===== config.mk =====
export PLATFORM = sky130hd
export DESIGN_NAME = rob_commit_unit
export DESIGN_NICKNAME = d
export VERILOG_FILES = /design/src/rtl/rob_commit_unit_pkg.sv /design/src/rtl/rob_lookup_port.sv /design/src/rtl/rob_commit_unit.sv
export SDC_FILE = /design/constraint.sdc
export NUM_CORES = 2
export LEC_CHECK = 0
export CAP_MARGIN = 20
export CORE_ASPECT_RATIO = 0.7
export CORE_UTILIZATION = 56
export DETAILED_ROUTE_END_ITERATION = 8
export GPL_TIMING_DRIVEN = 0
export PLACE_DENSITY = 0.78
export SLEW_MARGIN = 15
export SYNTH_ARGS = -nofsm -noshare
export SYNTH_HDL_FRONTEND = slang
export SYNTH_HIERARCHICAL = 1
export SYNTH_SLANG_ARGS = --single-unit

===== constraint.sdc =====
create_clock -name clk -period 3.55 [get_ports clk]
set_clock_uncertainty 0.15 [all_clocks]
set_input_delay 0.355 -clock clk [delete_from_list [all_inputs] [get_ports clk]]
set_output_delay 0.355 -clock clk [all_outputs]
set_load 0.01 [all_outputs]

===== src/rtl/rob_commit_unit_pkg.sv =====
// Shared definitions for the reorder buffer: entry-type encodings, ROB/register id widths
// and boolean constants.
package rob_commit_unit_pkg;

    localparam int unsigned RobIdW = 4;  // ROB entry name width
    localparam int unsigned RegIdW = 5;  // architectural register id width

    localparam logic True  = 1'b1;
    localparam logic False = 1'b0;

    // Encoding 3 is reserved and retires exactly like RobReg.
    typedef enum logic [1:0] {
        RobReg    = 2'd0,
        RobStore  = 2'd1,
        RobBranch = 2'd2,
        RobRsvd   = 2'd3
    } rob_type_e;

endpackage


===== src/rtl/rob_lookup_port.sv =====
// One operand-lookup port of the reorder buffer (purely combinational).
//
// Build option: define ROB_BYPASS_EN to also forward a same-cycle ALU/LSB writeback that
// targets the looked-up busy entry (ALU wins over LSB). Undefined: registered state only.
//
// Ports:
//   ord_i                      entry name being looked up
//   busy_i / ready_i / value_i registered per-entry state
//   alu_* / lsb_*              writeback buses (used only for bypass)
//   rdy_o                      entry busy and value ready
//   val_o                      value when rdy_o, else 0
module rob_lookup_port
    import rob_commit_unit_pkg::*;
#(
    parameter int unsigned ROB_SIZE_LOG = RobIdW,
    parameter int unsigned ROB_SIZE     = 2 ** ROB_SIZE_LOG
) (
    input  logic [ROB_SIZE_LOG-1:0]    ord_i,
    input  logic [ROB_SIZE-1:0]        busy_i,
    input  logic [ROB_SIZE-1:0]        ready_i,
    input  logic [ROB_SIZE-1:0][31:0]  value_i,
    input  logic                       alu_sgn_i,
    input  logic [ROB_SIZE_LOG-1:0]    alu_name_i,
    input  logic [31:0]                alu_val_i,
    input  logic                       lsb_sgn_i,
    input  logic [ROB_SIZE_LOG-1:0]    lsb_name_i,
    input  logic [31:0]                lsb_val_i,
    output logic                       rdy_o,
    output logic [31:0]                val_o
);

    always_comb begin
        rdy_o = busy_i[ord_i] && ready_i[ord_i];
        val_o = rdy_o ? value_i[ord_i] : 32'd0;
`ifdef ROB_BYPASS_EN
        if (busy_i[ord_i]) begin
            if (alu_sgn_i && (alu_name_i == ord_i)) begin
                rdy_o = True;
                val_o = alu_val_i;
            end else if (lsb_sgn_i && (lsb_name_i == ord_i)) begin
                rdy_o = True;
                val_o = lsb_val_i;
            end
        end
`endif
    end

`ifndef ROB_BYPASS_EN
    logic unused_bypass;
    assign unused_bypass = ^{alu_sgn_i, alu_name_i, alu_val_i, lsb_sgn_i, lsb_name_i, lsb_val_i};
`endif

endmodule


===== src/rtl/rob_commit_unit.sv =====
// 16-entry circular reorder buffer: in-order allocation at issue, result capture from the
// ALU/LSB buses, two operand-lookup ports, and in-order retirement of one entry per cycle
// (register commit, store release, or branch-mispredict flush with PC redirect).
//
// Build option: ROB_BYPASS_EN (see rob_lookup_port) adds same-cycle writeback forwarding.
//
// Ports:
//   clk, rst_n, rdy            clock, async active-low reset, global enable
//   IS_*                       issue request; ROB_name is the granted name, ROB_full blocks it
//   ALU_* / LSB_*              result broadcasts (ALU also carries branch outcome / next PC)
//   ROB_ord*/ROB_rdy*/ROB_val* operand lookups for the register file
//   ROB_commit_*               registered register-commit strobe and payload
//   LSB_store_*                registered store-release strobe and name
//   clr, clr_pc                registered flush strobe and redirect PC
module rob_commit_unit
    import rob_commit_unit_pkg::*;
#(
    parameter int unsigned ROB_SIZE_LOG = RobIdW,
    parameter int unsigned ROB_SIZE     = 2 ** ROB_SIZE_LOG
) (
    input  logic                     clk,
    input  logic                     rst_n,
    input  logic                     rdy,
    input  logic                     IS_sgn,
    input  logic [1:0]               IS_type,
    input  logic [RegIdW-1:0]        IS_dest,
    input  logic                     IS_pred,
    output logic [ROB_SIZE_LOG-1:0]  ROB_name,
    output logic                     ROB_full,
    input  logic                     ALU_sgn,
    input  logic [ROB_SIZE_LOG-1:0]  ALU_name,
    input  logic [31:0]              ALU_val,
    input  logic                     ALU_taken,
    input  logic [31:0]              ALU_npc,
    input  logic                     LSB_sgn,
    input  logic [ROB_SIZE_LOG-1:0]  LSB_name,
    input  logic [31:0]              LSB_val,
    input  logic [ROB_SIZE_LOG-1:0]  ROB_ord1,
    input  logic [ROB_SIZE_LOG-1:0]  ROB_ord2,
    output logic                     ROB_rdy1,
    output logic                     ROB_rdy2,
    output logic [31:0]              ROB_val1,
    output logic [31:0]              ROB_val2,
    output logic                     ROB_commit_sgn,
    output logic [RegIdW-1:0]        ROB_commit_dest,
    output logic [31:0]              ROB_commit_value,
    output logic [ROB_SIZE_LOG-1:0]  ROB_commit_ROB_name,
    output logic                     LSB_store_sgn,
    output logic [ROB_SIZE_LOG-1:0]  LSB_store_name,
    output logic                     clr,
    output logic [31:0]              clr_pc
);

    localparam int unsigned CntW = ROB_SIZE_LOG + 1;

    // Per-entry state
    logic [ROB_SIZE-1:0]              busy_q, busy_d, ready_q, ready_d;
    logic [ROB_SIZE-1:0]              pred_q, pred_d, taken_q, taken_d;
    logic [ROB_SIZE-1:0][1:0]         type_q, type_d;
    logic [ROB_SIZE-1:0][RegIdW-1:0]  dest_q, dest_d;
    logic [ROB_SIZE-1:0][31:0]        value_q, value_d, npc_q, npc_d;
    logic [ROB_SIZE_LOG-1:0]          head_q, head_d, tail_q, tail_d;
    logic [CntW-1:0]                  count_q, count_d;

    // Registered outputs
    logic                     commit_sgn_q, commit_sgn_d, store_sgn_q, store_sgn_d;
    logic                     clr_q, clr_d;
    logic [RegIdW-1:0]        commit_dest_q, commit_dest_d;
    logic [31:0]              commit_value_q, commit_value_d, clr_pc_q, clr_pc_d;
    logic [ROB_SIZE_LOG-1:0]  commit_name_q, commit_name_d, store_name_q, store_name_d;

    logic do_commit, do_issue, mispredict, head_is_store, head_is_branch;

    assign ROB_full = (count_q == CntW'(ROB_SIZE));
    assign ROB_name = tail_q;

    assign do_commit      = (count_q != '0) && busy_q[head_q] && ready_q[head_q];
    assign head_is_store  = (type_q[head_q] == RobStore);
    assign head_is_branch = (type_q[head_q] == RobBranch);
    assign mispredict     = do_commit && head_is_branch && (taken_q[head_q] != pred_q[head_q]);
    // Issue is dropped while full, on the flush edge, and in the cycle clr is visible.
    assign do_issue       = IS_sgn && !ROB_full && !clr_q && !mispredict;

    always_comb begin
        busy_d         = busy_q;
        ready_d        = ready_q;
        pred_d         = pred_q;
        taken_d        = taken_q;
        type_d         = type_q;
        dest_d         = dest_q;
        value_d        = value_q;
        npc_d          = npc_q;
        head_d         = head_q;
        tail_d         = tail_q;
        count_d        = count_q;
        commit_sgn_d   = False;
        store_sgn_d    = False;
        clr_d          = False;
        commit_dest_d  = commit_dest_q;
        commit_value_d = commit_value_q;
        commit_name_d  = commit_name_q;
        store_name_d   = store_name_q;
        clr_pc_d       = clr_pc_q;

        // Writebacks only land on allocated entries.
        if (ALU_sgn && busy_q[ALU_name]) begin
            ready_d[ALU_name] = True;
            value_d[ALU_name] = ALU_val;
            if (type_q[ALU_name] == RobBranch) begin
                taken_d[ALU_name] = ALU_taken;
                npc_d[ALU_name]   = ALU_npc;
            end
        end
        if (LSB_sgn && busy_q[LSB_name]) begin
            ready_d[LSB_name] = True;
            value_d[LSB_name] = LSB_val;
        end

        if (do_commit) begin
            if (head_is_store) begin
                store_sgn_d  = True;
                store_name_d = head_q;
            end else begin
                commit_sgn_d   = True;
                commit_dest_d  = dest_q[head_q];
                commit_value_d = value_q[head_q];
                commit_name_d  = head_q;
            end
            busy_d[head_q]  = False;
            ready_d[head_q] = False;
            head_d          = head_q + ROB_SIZE_LOG'(1);
        end

        if (do_issue) begin
            busy_d[tail_q]  = True;
            ready_d[tail_q] = False;
            type_d[tail_q]  = IS_type;
            dest_d[tail_q]  = IS_dest;
            pred_d[tail_q]  = IS_pred;
            tail_d          = tail_q + ROB_SIZE_LOG'(1);
        end

        case ({do_issue, do_commit})
            2'b10:   count_d = count_q + CntW'(1);
            2'b01:   count_d = count_q - CntW'(1);
            default: count_d = count_q;
        endcase

        // Flush overrides every other state update on this edge except the rd commit.
        if (mispredict) begin
            busy_d   = '0;
            ready_d  = '0;
            head_d   = '0;
            tail_d   = '0;
            count_d  = '0;
            clr_d    = True;
            clr_pc_d = npc_q[head_q];
        end
    end

    always_ff @(posedge clk or negedge rst_n) begin
        if (!rst_n) begin
            busy_q         <= '0;
            ready_q        <= '0;
            pred_q         <= '0;
            taken_q        <= '0;
            type_q         <= '0;
            dest_q         <= '0;
            value_q        <= '0;
            npc_q          <= '0;
            head_q         <= '0;
            tail_q         <= '0;
            count_q        <= '0;
            commit_sgn_q   <= 1'b0;
            store_sgn_q    <= 1'b0;
            clr_q          <= 1'b0;
            commit_dest_q  <= '0;
            commit_value_q <= '0;
            commit_name_q  <= '0;
            store_name_q   <= '0;
            clr_pc_q       <= '0;
        end else if (rdy) begin
            busy_q         <= busy_d;
            ready_q        <= ready_d;
            pred_q         <= pred_d;
            taken_q        <= taken_d;
            type_q         <= type_d;
            dest_q         <= dest_d;
            value_q        <= value_d;
            npc_q          <= npc_d;
            head_q         <= head_d;
            tail_q         <= tail_d;
            count_q        <= count_d;
            commit_sgn_q   <= commit_sgn_d;
            store_sgn_q    <= store_sgn_d;
            clr_q          <= clr_d;
            commit_dest_q  <= commit_dest_d;
            commit_value_q <= commit_value_d;
            commit_name_q  <= commit_name_d;
            store_name_q   <= store_name_d;
            clr_pc_q       <= clr_pc_d;
        end
    end

    assign ROB_commit_sgn      = commit_sgn_q;
    assign ROB_commit_dest     = commit_dest_q;
    assign ROB_commit_value    = commit_value_q;
    assign ROB_commit_ROB_name = commit_name_q;
    assign LSB_store_sgn       = store_sgn_q;
    assign LSB_store_name      = store_name_q;
    assign clr                 = clr_q;
    assign clr_pc              = clr_pc_q;

    rob_lookup_port #(
        .ROB_SIZE_LOG (ROB_SIZE_LOG),
        .ROB_SIZE     (ROB_SIZE)
    ) u_lookup1 (
        .ord_i      (ROB_ord1),
        .busy_i     (busy_q),
        .ready_i    (ready_q),
        .value_i    (value_q),
        .alu_sgn_i  (ALU_sgn),
        .alu_name_i (ALU_name),
        .alu_val_i  (ALU_val),
        .lsb_sgn_i  (LSB_sgn),
        .lsb_name_i (LSB_name),
        .lsb_val_i  (LSB_val),
        .rdy_o      (ROB_rdy1),
        .val_o      (ROB_val1)
    );

    rob_lookup_port #(
        .ROB_SIZE_LOG (ROB_SIZE_LOG),
        .ROB_SIZE     (ROB_SIZE)
    ) u_lookup2 (
        .ord_i      (ROB_ord2),
        .busy_i     (busy_q),
        .ready_i    (ready_q),
        .value_i    (value_q),
        .alu_sgn_i  (ALU_sgn),
        .alu_name_i (ALU_name),
        .alu_val_i  (ALU_val),
        .lsb_sgn_i  (LSB_sgn),
        .lsb_name_i (LSB_name),
        .lsb_val_i  (LSB_val),
        .rdy_o      (ROB_rdy2),
        .val_o      (ROB_val2)
    );

endmodule

==> metrics.txt <==
status complete, but fails checks; failing checks design-rule violations, negative setup slack; Reg2Reg Launch Point busy_q[15]; Max Freq 274 MHz; cts bufs inserted 132; LEAKAGE 36.3 nW; Critical Path Source ROB_ord2[2]; main flop type after synthesis dfrtp_1; Fillers 8726; Post-synth ARST share 100%; FF-to-FF path depth 9; final hold violation count 0; Critical Path RT 3.04 ns; Final GP Congestion 1.04; Synth-to-Final Area Change 16.3%; Critical-path top delay cell clkdlybuf4s15_2; Worst Path Max Fanout 10; Site Rows 108; die area 0.127 mm2; clock group share of total power 25.3%; CP startpoint kind input port; nets 5482; Post-Syn Area 0.0702 mm2; total power 58.0 mW; DRT Pass-1 Iters 9; Buf/Inv on CP 6; Synth cell types 69; placed inst area 0.0755 mm2; CTS sink count 1293; largest delay contributor family on the critical path buffers and inverters; initial core utilization 56.6%; post-route cell area 0.0816 mm2; Psw 20.2 mW; Root Buffer clkbuf_16; H-tree levels 4; largest net degree at the start of global routing 155; Setup WS post-layout -0.0944 ns; sw frac 34.8%; Crit Path Class input port to output port; worst r2r dst value_q[173]; die width 425 um; sequential share of the synthesized area 46.1%; Starting DRT DRC Count 11200; vias in the first global route 53700; detailed placement HPWL 176000 um; setup violators final 63; crit path cell chain buf_2, buf_4, clkdlybuf4s15_2, nor2_1, a22o_4, buf_12, buf_12, nor4b_4, buf_2; Post-Route WL 257000 um; Top-Level Pins 278; hold endpoint count_q[1]; Pwr Density 711 mW/mm2; Hold Path Stages 4; RSZ-0062 raised after global routing true; Rel. slew slack 12.5%; Skew-Pair Late Insertion Delay 0.82 ns; total gr overflow 0; CP Capture Type output port; core region area 0.124 mm2; first-pass GRT wire length 371000 um; Combinational Power Share 37.6%; max-slew violations 0; port bufs 269; syn_nets 4990; maximum VDD drop 488 uV; R2R Setup Slk -0.06 ns; via count 53800; Post-synth EDFFs 0; initial antenna violation count 18; type of the tightest min-delay check input port to register; clk slew on worst S/H paths 0.06 ns; #FFs+latches synth 1293; GRT Overall Usage 40.7%; crit share post-route 103%; TritonCTS clock tree yes; layout cell share with drive strength beyond 1 39.8%; Yosys warning total 6; Antenna Nets Post-Route 0; Max Cap Violations 0; DR DRC count 53; cell internal pwr 37.8 mW; Final min period 3.64 ns; clk buf depth 3; slowest stage delay, CP 0.61 ns; Worst EP arrival 3.14 ns; Die Ht 298 um; Mapped Cells 4853; Synth Area per Inst 14.5 um2; sequential share of power 37.1%; Worst Tran Pin Value 1.31 ns; Hold Crit Start rdy; DR WL/cell 36.2 um; via/cell ratio 7.57
-- power groups by stage --
stage | logic, mW | registers, mW | clock network [mW]
after detailed placement | 20.6 | 21.5 | 0
after floorplan | 13.9 | 20.5 | 0
after global placement | 19.9 | 21.4 | 0
after CTS | 21.0 | 21.3 | 14.7
after global routing | 22.6 | 21.8 | 15.2
final | 21.8 | 21.5 | 14.7
-- layer usage --
metal / vias up / wire (um) / GRT usage [%]
li1: 20200 / - / -
met5: - / 263 / 1.25
met1: 27800 / 93800 / 56.6
met3: 821 / 41700 / 17.3
met2: 4972 / 107000 / 54.6
met4: 11 / 14700 / 20.6
-- layout by cell type (no fill, tap or decap), types with 21 or more instances in the layout --
master and n:
buf_4 69, clkdlybuf4s50_1 200, nor2_1 104, inv_1 537, clkbuf_8 46, buf_6 38, buf_12 22, dlygate4sd2_1 47
a222oi_1 512, dfrtp_1 1285, clkbuf_16 134, o21ai_0 21, nor4b_4 64, mux4_2 698, nand2_1 88, mux2_2 710
clkbuf_2 75, buf_2 117, clkbuf_1 251, clkbuf_4 33
-- through the flow --
step	std cells	setup TNS (ns)	utilization, %	hold WS, ns	worst slack (ns)
floorplan	4853	0	-	-0.0906	0.356
global placement	6772	-	60.4	0.320	-56.41
detailed placement	6802	-971.13	60.9	0.325	-1.65
CTS	7065	-0.619	65.3	0.00817	-0.115
global route	7106	-2.67	65.8	0.153	-0.0665
finish	7112	-1.50	65.8	0.107	-0.0944
-- worst max-delay path by stage --
stage	endpoint	slack, ns	depth (start not counted)
finish	ROB_val2[2]	-0.09	9
global route	value_q[284]	-0.07	10
CTS	ROB_val2[3]	-0.11	7
detailed placement	value_q[4]	-1.65	11
global placement	ROB_commit_value[24]	-56.41	1
floorplan	count_q[4]	0.36	14
-- Yosys cell counts (29+ instances only) --
cell	number	area, um2
mux4_2	695	15700
mux2_2	710	8000
nand2_1	91	342
buf_1	38	143
a222oi_1	512	5120
dfrtp_1	1293	32400
clkbuf_1	310	1160
nor3_1	29	145
nor4b_4	58	1380
inv_1	538	2020
buf_2	146	731
nor2_1	105	394
-- cells by family after synthesis --
logic type                 after synthesis  share of synthesized area [%]
muxes                                 1435                           34.3
DFF                                   1293                           46.1
buffers and inverters                 1066                           6.30
AOI/OAI and AO/OA                      654                           8.70
and+or+nand+nor                        390                           4.32
adders and majority gates               10                          0.178
xor gates and xnor gates                 5                         0.0624
-- flip-flops by register name, summed over array words and instances, names as in the netlist --
register	flops
clr	1
dest_q	80
type_q	32
count_q	5
value_q	512
ROB_commit_value	32
taken_q	16
ROB_commit_ROB_name	4
ROB_commit_dest	5
ROB_name	4
pred_q	16
clr_pc	32
LSB_store_sgn	1
busy_q	16
npc_q	512
head_q	4
LSB_store_name	4
ready_q	16
ROB_commit_sgn	1
-- worst min-delay path, stage by stage --
cell	delay (ns)
clkbuf_1	0.21
o21ai_0	0.16
a31o_2	0.20
o21ai_0	0.10
-- final cells by class --
type / count / area [um2] / area share (%)
Clock buffer: 201 / 4010 / 4.91
Multi-Input combinational cell: 2494 / 33900 / 41.6
Buffer: 524 / 2870 / 3.52
Tap cell: 1650 / 2060 / 2.53
Sequential cell: 1293 / 32400 / 39.7
Antenna cell: 14 / 35.0 / 0.0429
Timing Repair Buffer: 360 / 3780 / 4.63
Clock inverter: 36 / 490 / 0.601
Inverter: 540 / 2030 / 2.49
-- what timing repair did --
action	in CTS	in global routing
buffers inserted	27	27
setup endpoints to repair	765	1031
hold endpoints to repair	133	0
gates resized for setup	323	134
hold buffers	1	0
pin swaps	24	25
No activity file was read; power rests on OpenSTA's default activity.
